===== config.mk =====
export PLATFORM = sky130hd
export DESIGN_NAME = dmrs_slot_mapper
export DESIGN_NICKNAME = d
export VERILOG_FILES = /design/src/rtl/dmrs_slot_mapper.sv
export SDC_FILE = /design/constraint.sdc
export NUM_CORES = 1
export LEC_CHECK = 0
export CORE_UTILIZATION = 34
export CTS_BUF_LIST = sky130_fd_sc_hd__clkbuf_8
export CTS_CLUSTER_SIZE = 28
export DETAILED_ROUTE_END_ITERATION = 10
export SYNTH_ARGS = -nofsm -noshare
export SYNTH_HDL_FRONTEND = slang
export SYNTH_SLANG_ARGS = --single-unit

===== constraint.sdc =====
create_clock -name clk -period 11.4 [get_ports clk]
set_input_delay 1.71 -clock clk [delete_from_list [all_inputs] [get_ports clk]]
set_output_delay 1.71 -clock clk [all_outputs]
set_load 0.02 [all_outputs]

===== src/rtl/dmrs_slot_mapper.sv =====
`default_nettype none
// dmrs_slot_mapper: buffers one NB-IoT DMRS row and interleaves it with modulator data into SC-FDMA slot(s).
// Build option DMRS_SLOT_PAIR_EN: two slots per start, out_sym carries the slot index as MSB.  Rev 1.0
module dmrs_slot_mapper #(
  parameter int DW       = 32,
  parameter int NSYM     = 7,
  parameter int DMRS_SYM = 3,
  parameter int MAX_SC   = 12
) (
  input  logic          clk,
  input  logic          reset,
  input  logic          start,
  input  logic [3:0]    Nsc,
  input  logic          dmrs_valid,
  input  logic [DW-1:0] dmrs_real,
  input  logic [DW-1:0] dmrs_img,
  input  logic          dmrs_done,
  input  logic          data_valid,
  output logic          data_ready,
  input  logic [DW-1:0] data_real,
  input  logic [DW-1:0] data_img,
  output logic          out_valid,
  input  logic          out_ready,
  output logic [DW-1:0] out_real,
  output logic [DW-1:0] out_img,
`ifdef DMRS_SLOT_PAIR_EN
  output logic [3:0]    out_sym,
`else
  output logic [2:0]    out_sym,
`endif
  output logic [3:0]    out_sc,
  output logic          slot_done,
  output logic          cfg_err
);

  localparam int SW = 3;
`ifdef DMRS_SLOT_PAIR_EN
  localparam int OSW = SW + 1;
`else
  localparam int OSW = SW;
`endif

  localparam logic [1:0] C_IDLE = 2'd0;
  localparam logic [1:0] C_LOAD = 2'd1;
  localparam logic [1:0] C_MAP  = 2'd2;
  localparam logic [1:0] C_DONE = 2'd3;

  localparam logic [SW-1:0] C_DMRS_SYM = SW'(DMRS_SYM);
  localparam logic [SW-1:0] C_LAST_SYM = SW'(NSYM - 1);

  logic [1:0]      state_q, state_d;
  logic [3:0]      nsc_q;
  logic [3:0]      wr_ptr_q;
  logic [2*DW-1:0] mem_q [MAX_SC];

  // Load-side position: which (slot, sym, sc) goes into the output register next.
  logic [SW-1:0]   ld_sym_q;
  logic [3:0]      ld_sc_q;
  logic            ld_done_q;
`ifdef DMRS_SLOT_PAIR_EN
  logic            ld_slot_q;
`endif

  logic            out_valid_q;
  logic [DW-1:0]   out_real_q;
  logic [DW-1:0]   out_img_q;
  logic [OSW-1:0]  out_sym_q;
  logic [3:0]      out_sc_q;
  logic            slot_done_q;
  logic            cfg_err_q;

  logic            w_nsc_legal;
  logic            w_start_ok;
  logic            w_start_bad;
  logic            w_wr;
  logic [3:0]      w_wr_ptr_nxt;
  logic            w_load_full;
  logic [3:0]      w_nsc_m1;
  logic            w_free;
  logic            w_hs;
  logic            w_ld_dmrs_sym;
  logic            w_ld_data;
  logic            w_ld_dmrs;
  logic            w_ld;
  logic            w_ld_last_sc;
  logic            w_ld_last_sym;
  logic            w_ld_last_slot;
  logic            w_out_last;
  logic            w_slot_end;
  logic            w_frame_end;
  logic [2*DW-1:0] w_mem_rd;
  logic [OSW-1:0]  w_ld_sym_tag;

  assign w_nsc_legal   = (Nsc == 4'd1) || (Nsc == 4'd3) || (Nsc == 4'd6) ||
                         ((Nsc == 4'd12) && (MAX_SC >= 12));
  assign w_nsc_m1      = nsc_q - 4'd1;
  assign w_wr          = (state_q == C_LOAD) && dmrs_valid && (wr_ptr_q < nsc_q);
  assign w_wr_ptr_nxt  = wr_ptr_q + {3'd0, w_wr};
  assign w_load_full   = (w_wr_ptr_nxt == nsc_q);
  assign w_free        = !out_valid_q || out_ready;
  assign w_hs          = out_valid_q && out_ready;
  assign w_ld_dmrs_sym = (ld_sym_q == C_DMRS_SYM);
  assign w_ld_last_sc  = (ld_sc_q == w_nsc_m1);
  assign w_ld_last_sym = (ld_sym_q == C_LAST_SYM);
  assign w_out_last    = (out_sc_q == w_nsc_m1) && (out_sym_q[SW-1:0] == C_LAST_SYM);
  assign w_slot_end    = (state_q == C_MAP) && w_hs && w_out_last;
  assign w_ld          = w_ld_data || w_ld_dmrs;
  assign w_mem_rd      = mem_q[ld_sc_q];

`ifdef DMRS_SLOT_PAIR_EN
  assign w_ld_last_slot = ld_slot_q;
  assign w_frame_end    = w_slot_end && out_sym_q[SW];
  assign w_ld_sym_tag   = {ld_slot_q, ld_sym_q};
`else
  assign w_ld_last_slot = 1'b1;
  assign w_frame_end    = w_slot_end;
  assign w_ld_sym_tag   = ld_sym_q;
`endif

  always_ff @(posedge clk or negedge reset) begin
    if (!reset) begin
      state_q <= C_IDLE;
    end else begin
      state_q <= state_d;
    end
  end

  always_comb begin
    state_d = state_q;
    case (state_q)
      C_IDLE: if (start && w_nsc_legal) state_d = C_LOAD;
      C_LOAD: begin
        if (w_load_full) begin
          state_d = C_MAP;
        end else if (dmrs_done) begin
          state_d = C_IDLE;
        end
      end
      C_MAP:  if (w_frame_end) state_d = C_DONE;
      C_DONE: state_d = C_IDLE;
      default: state_d = C_IDLE;
    endcase
  end

  always_comb begin
    data_ready  = 1'b0;
    w_ld_data   = 1'b0;
    w_ld_dmrs   = 1'b0;
    w_start_ok  = 1'b0;
    w_start_bad = 1'b0;
    case (state_q)
      C_IDLE: begin
        w_start_ok  = start && w_nsc_legal;
        w_start_bad = start && !w_nsc_legal;
      end
      C_MAP: begin
        data_ready = !ld_done_q && !w_ld_dmrs_sym && w_free;
        w_ld_data  = data_ready && data_valid;
        w_ld_dmrs  = !ld_done_q && w_ld_dmrs_sym && w_free;
      end
      default: ;
    endcase
  end

  // DMRS row storage; contents are only meaningful after a complete LOAD.
  always_ff @(posedge clk) begin
    if (w_wr) begin
      mem_q[wr_ptr_q] <= {dmrs_real, dmrs_img};
    end
  end

  always_ff @(posedge clk or negedge reset) begin
    if (!reset) begin
      nsc_q       <= 4'd0;
      wr_ptr_q    <= 4'd0;
      ld_sym_q    <= '0;
      ld_sc_q     <= 4'd0;
      ld_done_q   <= 1'b0;
`ifdef DMRS_SLOT_PAIR_EN
      ld_slot_q   <= 1'b0;
`endif
      out_valid_q <= 1'b0;
      out_real_q  <= '0;
      out_img_q   <= '0;
      out_sym_q   <= '0;
      out_sc_q    <= 4'd0;
      slot_done_q <= 1'b0;
      cfg_err_q   <= 1'b0;
    end else begin
      slot_done_q <= w_slot_end;
      cfg_err_q   <= w_start_bad || ((state_q == C_LOAD) && dmrs_done && !w_load_full);

      if (w_start_ok) begin
        nsc_q     <= Nsc;
        wr_ptr_q  <= 4'd0;
        ld_sym_q  <= '0;
        ld_sc_q   <= 4'd0;
        ld_done_q <= 1'b0;
`ifdef DMRS_SLOT_PAIR_EN
        ld_slot_q <= 1'b0;
`endif
      end

      if (w_wr) begin
        wr_ptr_q <= w_wr_ptr_nxt;
      end

      if (w_ld) begin
        out_valid_q <= 1'b1;
        out_sym_q   <= w_ld_sym_tag;
        out_sc_q    <= ld_sc_q;
        if (w_ld_dmrs) begin
          out_real_q <= w_mem_rd[2*DW-1:DW];
          out_img_q  <= w_mem_rd[DW-1:0];
        end else begin
          out_real_q <= data_real;
          out_img_q  <= data_img;
        end
        if (w_ld_last_sc) begin
          ld_sc_q <= 4'd0;
          if (w_ld_last_sym) begin
            ld_sym_q <= '0;
            if (w_ld_last_slot) begin
              ld_done_q <= 1'b1;
            end
`ifdef DMRS_SLOT_PAIR_EN
            ld_slot_q <= 1'b1;
`endif
          end else begin
            ld_sym_q <= ld_sym_q + 3'd1;
          end
        end else begin
          ld_sc_q <= ld_sc_q + 4'd1;
        end
      end else if (w_hs) begin
        out_valid_q <= 1'b0;
      end
    end
  end

  assign out_valid = out_valid_q;
  assign out_real  = out_real_q;
  assign out_img   = out_img_q;
  assign out_sym   = out_sym_q;
  assign out_sc    = out_sc_q;
  assign slot_done = slot_done_q;
  assign cfg_err   = cfg_err_q;

endmodule
`default_nettype wire


==> results.yml <==
route:
  routed_wl_mm: 79.9
  routedWlPerCell_um: 23.9
  firstDrtPassIters: 9
  drt-initial-drc-count: 1294
  antenna_left: 0
  drc: 36
  vias_per_cell: 5.11
  route.vias.total: 17100
place:
  placed_area_um2: 37100
  dpl.hpwl_mm: 45.1
  placement.io_buffers: 213
  place_congestion: 0.752
pwr:
  vdd_drop_max_v: 0.000113
  seqPwrFrac_pct: 45.7
  p_switching_w: 0.00232
  pwr-share-comb_pct: 21.7
  leakagePower_nw: 12.7
  powerDensity_nw_per_um2: 207
  p_int_w: 0.00593
  p_sw_share_pct: 28.1
  pwr-share-clk_pct: 32.7
  power_w: 0.00825
sta:
  finalCritPeriodShare_pct: 49.3
  setup_viol: 0
  setup_tns_ns: 0
  rsz0062_at_grt: "false"
  skew_ns: 0.0333
  max_slew_margin_pct: 35.2
  hold_violations: 0
  tightestPinTransition_ns: 0.972
  drv_slew: 0
  fmax_mhz: 178
  layout_min_cycle_time_ns: 5.63
synth:
  syn-instance-count: 1651
  yosys_register_bits: 860
  yosys_warnings: 0
  synthArstFlopShare_pct: 10.7
  synthesis.area_um2: 33400
  avgSynthCellArea_um2: 20.3
  syn-num-nets: 1799
  synth_top_flop_cell: "edfxtp_1"
  synth-edff-count: 768
  yosysSeqAreaShare_pct: 75.8
  synth_cell_type_count: 56
layout:
  final_cell_mix: "768 x edfxtp_1, 212 x clkdlybuf4s50_1, 192 x mux4_2, 163 x clkbuf_8, 88 x dfrtp_1"
  layout_commonest_cell: "edfxtp_1"
  drive_above_1_share_pct: 22.4
  nNetsFinal: 2099
  register_area_um2: 25400
  fin_util_pct: 41.1
  multi_input_area_um2: 7620
  fillers: 8501
  stdcell_area_um2: 40000
  area_growth_pct: 19.5
floorplanning:
  chipHeight_um: 316
  io_pins: 214
  start_util_pct: 34.4
  rows: 114
  die_area_um2: 99600
  fp.coreArea_um2: 97100
  fp.dieW_um: 316
clock_network:
  clock-root-buffer: "clkbuf_8"
  cts_resized: 0
  cts.sinks: 860
  cts_buffers: 144
  clock_latency_ns: 0.80
  ctsHtreeMaxLevel: 4
  cts_tree: "yes"
  post_cts_buffers: 0
  postCtsHoldBufs: 0
  clkTransAtPathRegs_ns: 0.06
  clk_path_buf_depth: 3
run_status:
  failed_checks: "DRC"
  outcome: "complete, but fails checks"
grt:
  grt_pass1_vias: 18400
  grt_pass1_wl_mm: 118
  gr-total-overflow: 0
  grt_max_degree: 62
  grt_usage_pct: 16.2
  antenna_found_initial: 6
min_path:
  hp-start: "out_real[7]"
  hp-class: "register to register"
setup_path:
  slowest_delay_ns: 0.64
  r2r-start: "wr_ptr_q[1]"
  crit_start: "out_ready"
  cp-start-kind: "input port"
  arrival_ns: 3.92
  slowest_stage: "clkdlybuf4s50_1"
  crit_fanout: 9
  crit_type: "input port to output port"
  cp.required_ns: 9.69
  crit_family: "buffers and inverters"
  crit_chain: "clkdlybuf4s50_1 -> nand2b_1 -> nand3_1 -> nor2_1 -> clkdlybuf4s50_1"
  endpoint_kind: "output port"
  reg2reg_slack_ns: 7.21
  cp_num_buf_inv: 2
  cpMostUsedCell: "clkdlybuf4s50_1"
flow_run:
  maxCapViolCount: 0
sequential cells by signal, indices dropped and copies added, names as in the netlist, 4 cells and up, named ones only:
name,cells
out_sc,4
out_real,32
nsc_q,4
out_img,32
wr_ptr_q,4
ld_sc_q,4
mem_q,768
worst paths after layout:
check | cells after the start | end
max in group asynchronous | 2 | ld_sc_q[1]
min reg2reg | 2 | out_real[7]
min in group asynchronous | 1 | out_img[9]
max reg2reg | 8 | mem_q[5][47]
max | 5 | data_ready
min | 2 | out_real[7]
cells in the mapped netlist, drive strengths merged (18+ instances only):
cell type / n / share of area [%]
nand2: 33 / 0.37
a211oi: 18 / 0.42
o22ai: 24 / 0.45
dfrtp: 92 / 6.9
a21oi: 82 / 1.2
clkbuf: 42 / 0.47
mux4: 192 / 13
nor3b: 40 / 0.90
nor2: 54 / 0.62
edfxtp: 768 / 69
mux2i: 64 / 1.9
o21ai: 43 / 0.64
buf: 57 / 1.0
nor3: 27 / 0.49
metrics by stage:
step / setup WS (ns) / std cells / hold slack, ns
floorplan: 2.53 / 1651 / 0.518
global placement: 5.76 / 3081 / 0.497
detailed placement: 5.81 / 3081 / 0.496
CTS: 5.79 / 3344 / 0.515
global route: 5.65 / 3345 / 0.537
finish: 5.77 / 3347 / 0.509
tightest hold or removal path, cell delays in order (launching register included):
cell and delay, ns:
dfrtp_1 0.34, a21oi_1 0.06, o21ai_1 0.06
power groups by stage:
stage	Combinational, W	Clock [W]	Sequential, W
after global placement	0.00180	0	0.00383
after floorplan	0.00113	0	0.00388
final	0.00179	0.00270	0.00377
after CTS	0.00183	0.00278	0.00377
after global routing	0.00193	0.00290	0.00379
after detailed placement	0.00182	0	0.00384
kinds of logic after synthesis:
logic type / count (synthesis) / share of synthesized area, %
compound gates: 201 / 3.58
xor+xnor: 18 / 0.513
fa+ha+maj: 9 / 0.337
buf+inv: 111 / 1.65
flops: 860 / 75.8
mux: 258 / 14.9
simple gates: 194 / 3.16
per-layer routing:
layer / GRT usage (%) / share of wire (%) / vias up
met5: 0 / 0.063 / -
li1: - / - / 7423
met2: 25.5 / 47 / 527
met3: 3.33 / 5.8 / 136
met1: 22.5 / 45 / 9020
met4: 5.69 / 2.1 / 8
area by class of cell:
class	instances	share of cell area [%]
sequential	860	63.5
multi-input combinational	680	19.1
timing repair buffer	253	6.08
clock buffer	163	5.61
tap	1276	3.99
clock inverter	100	1.59
inverter	12	0.119
antenna	3	0.0188
Note: power is estimated with default switching activity, not from simulation.
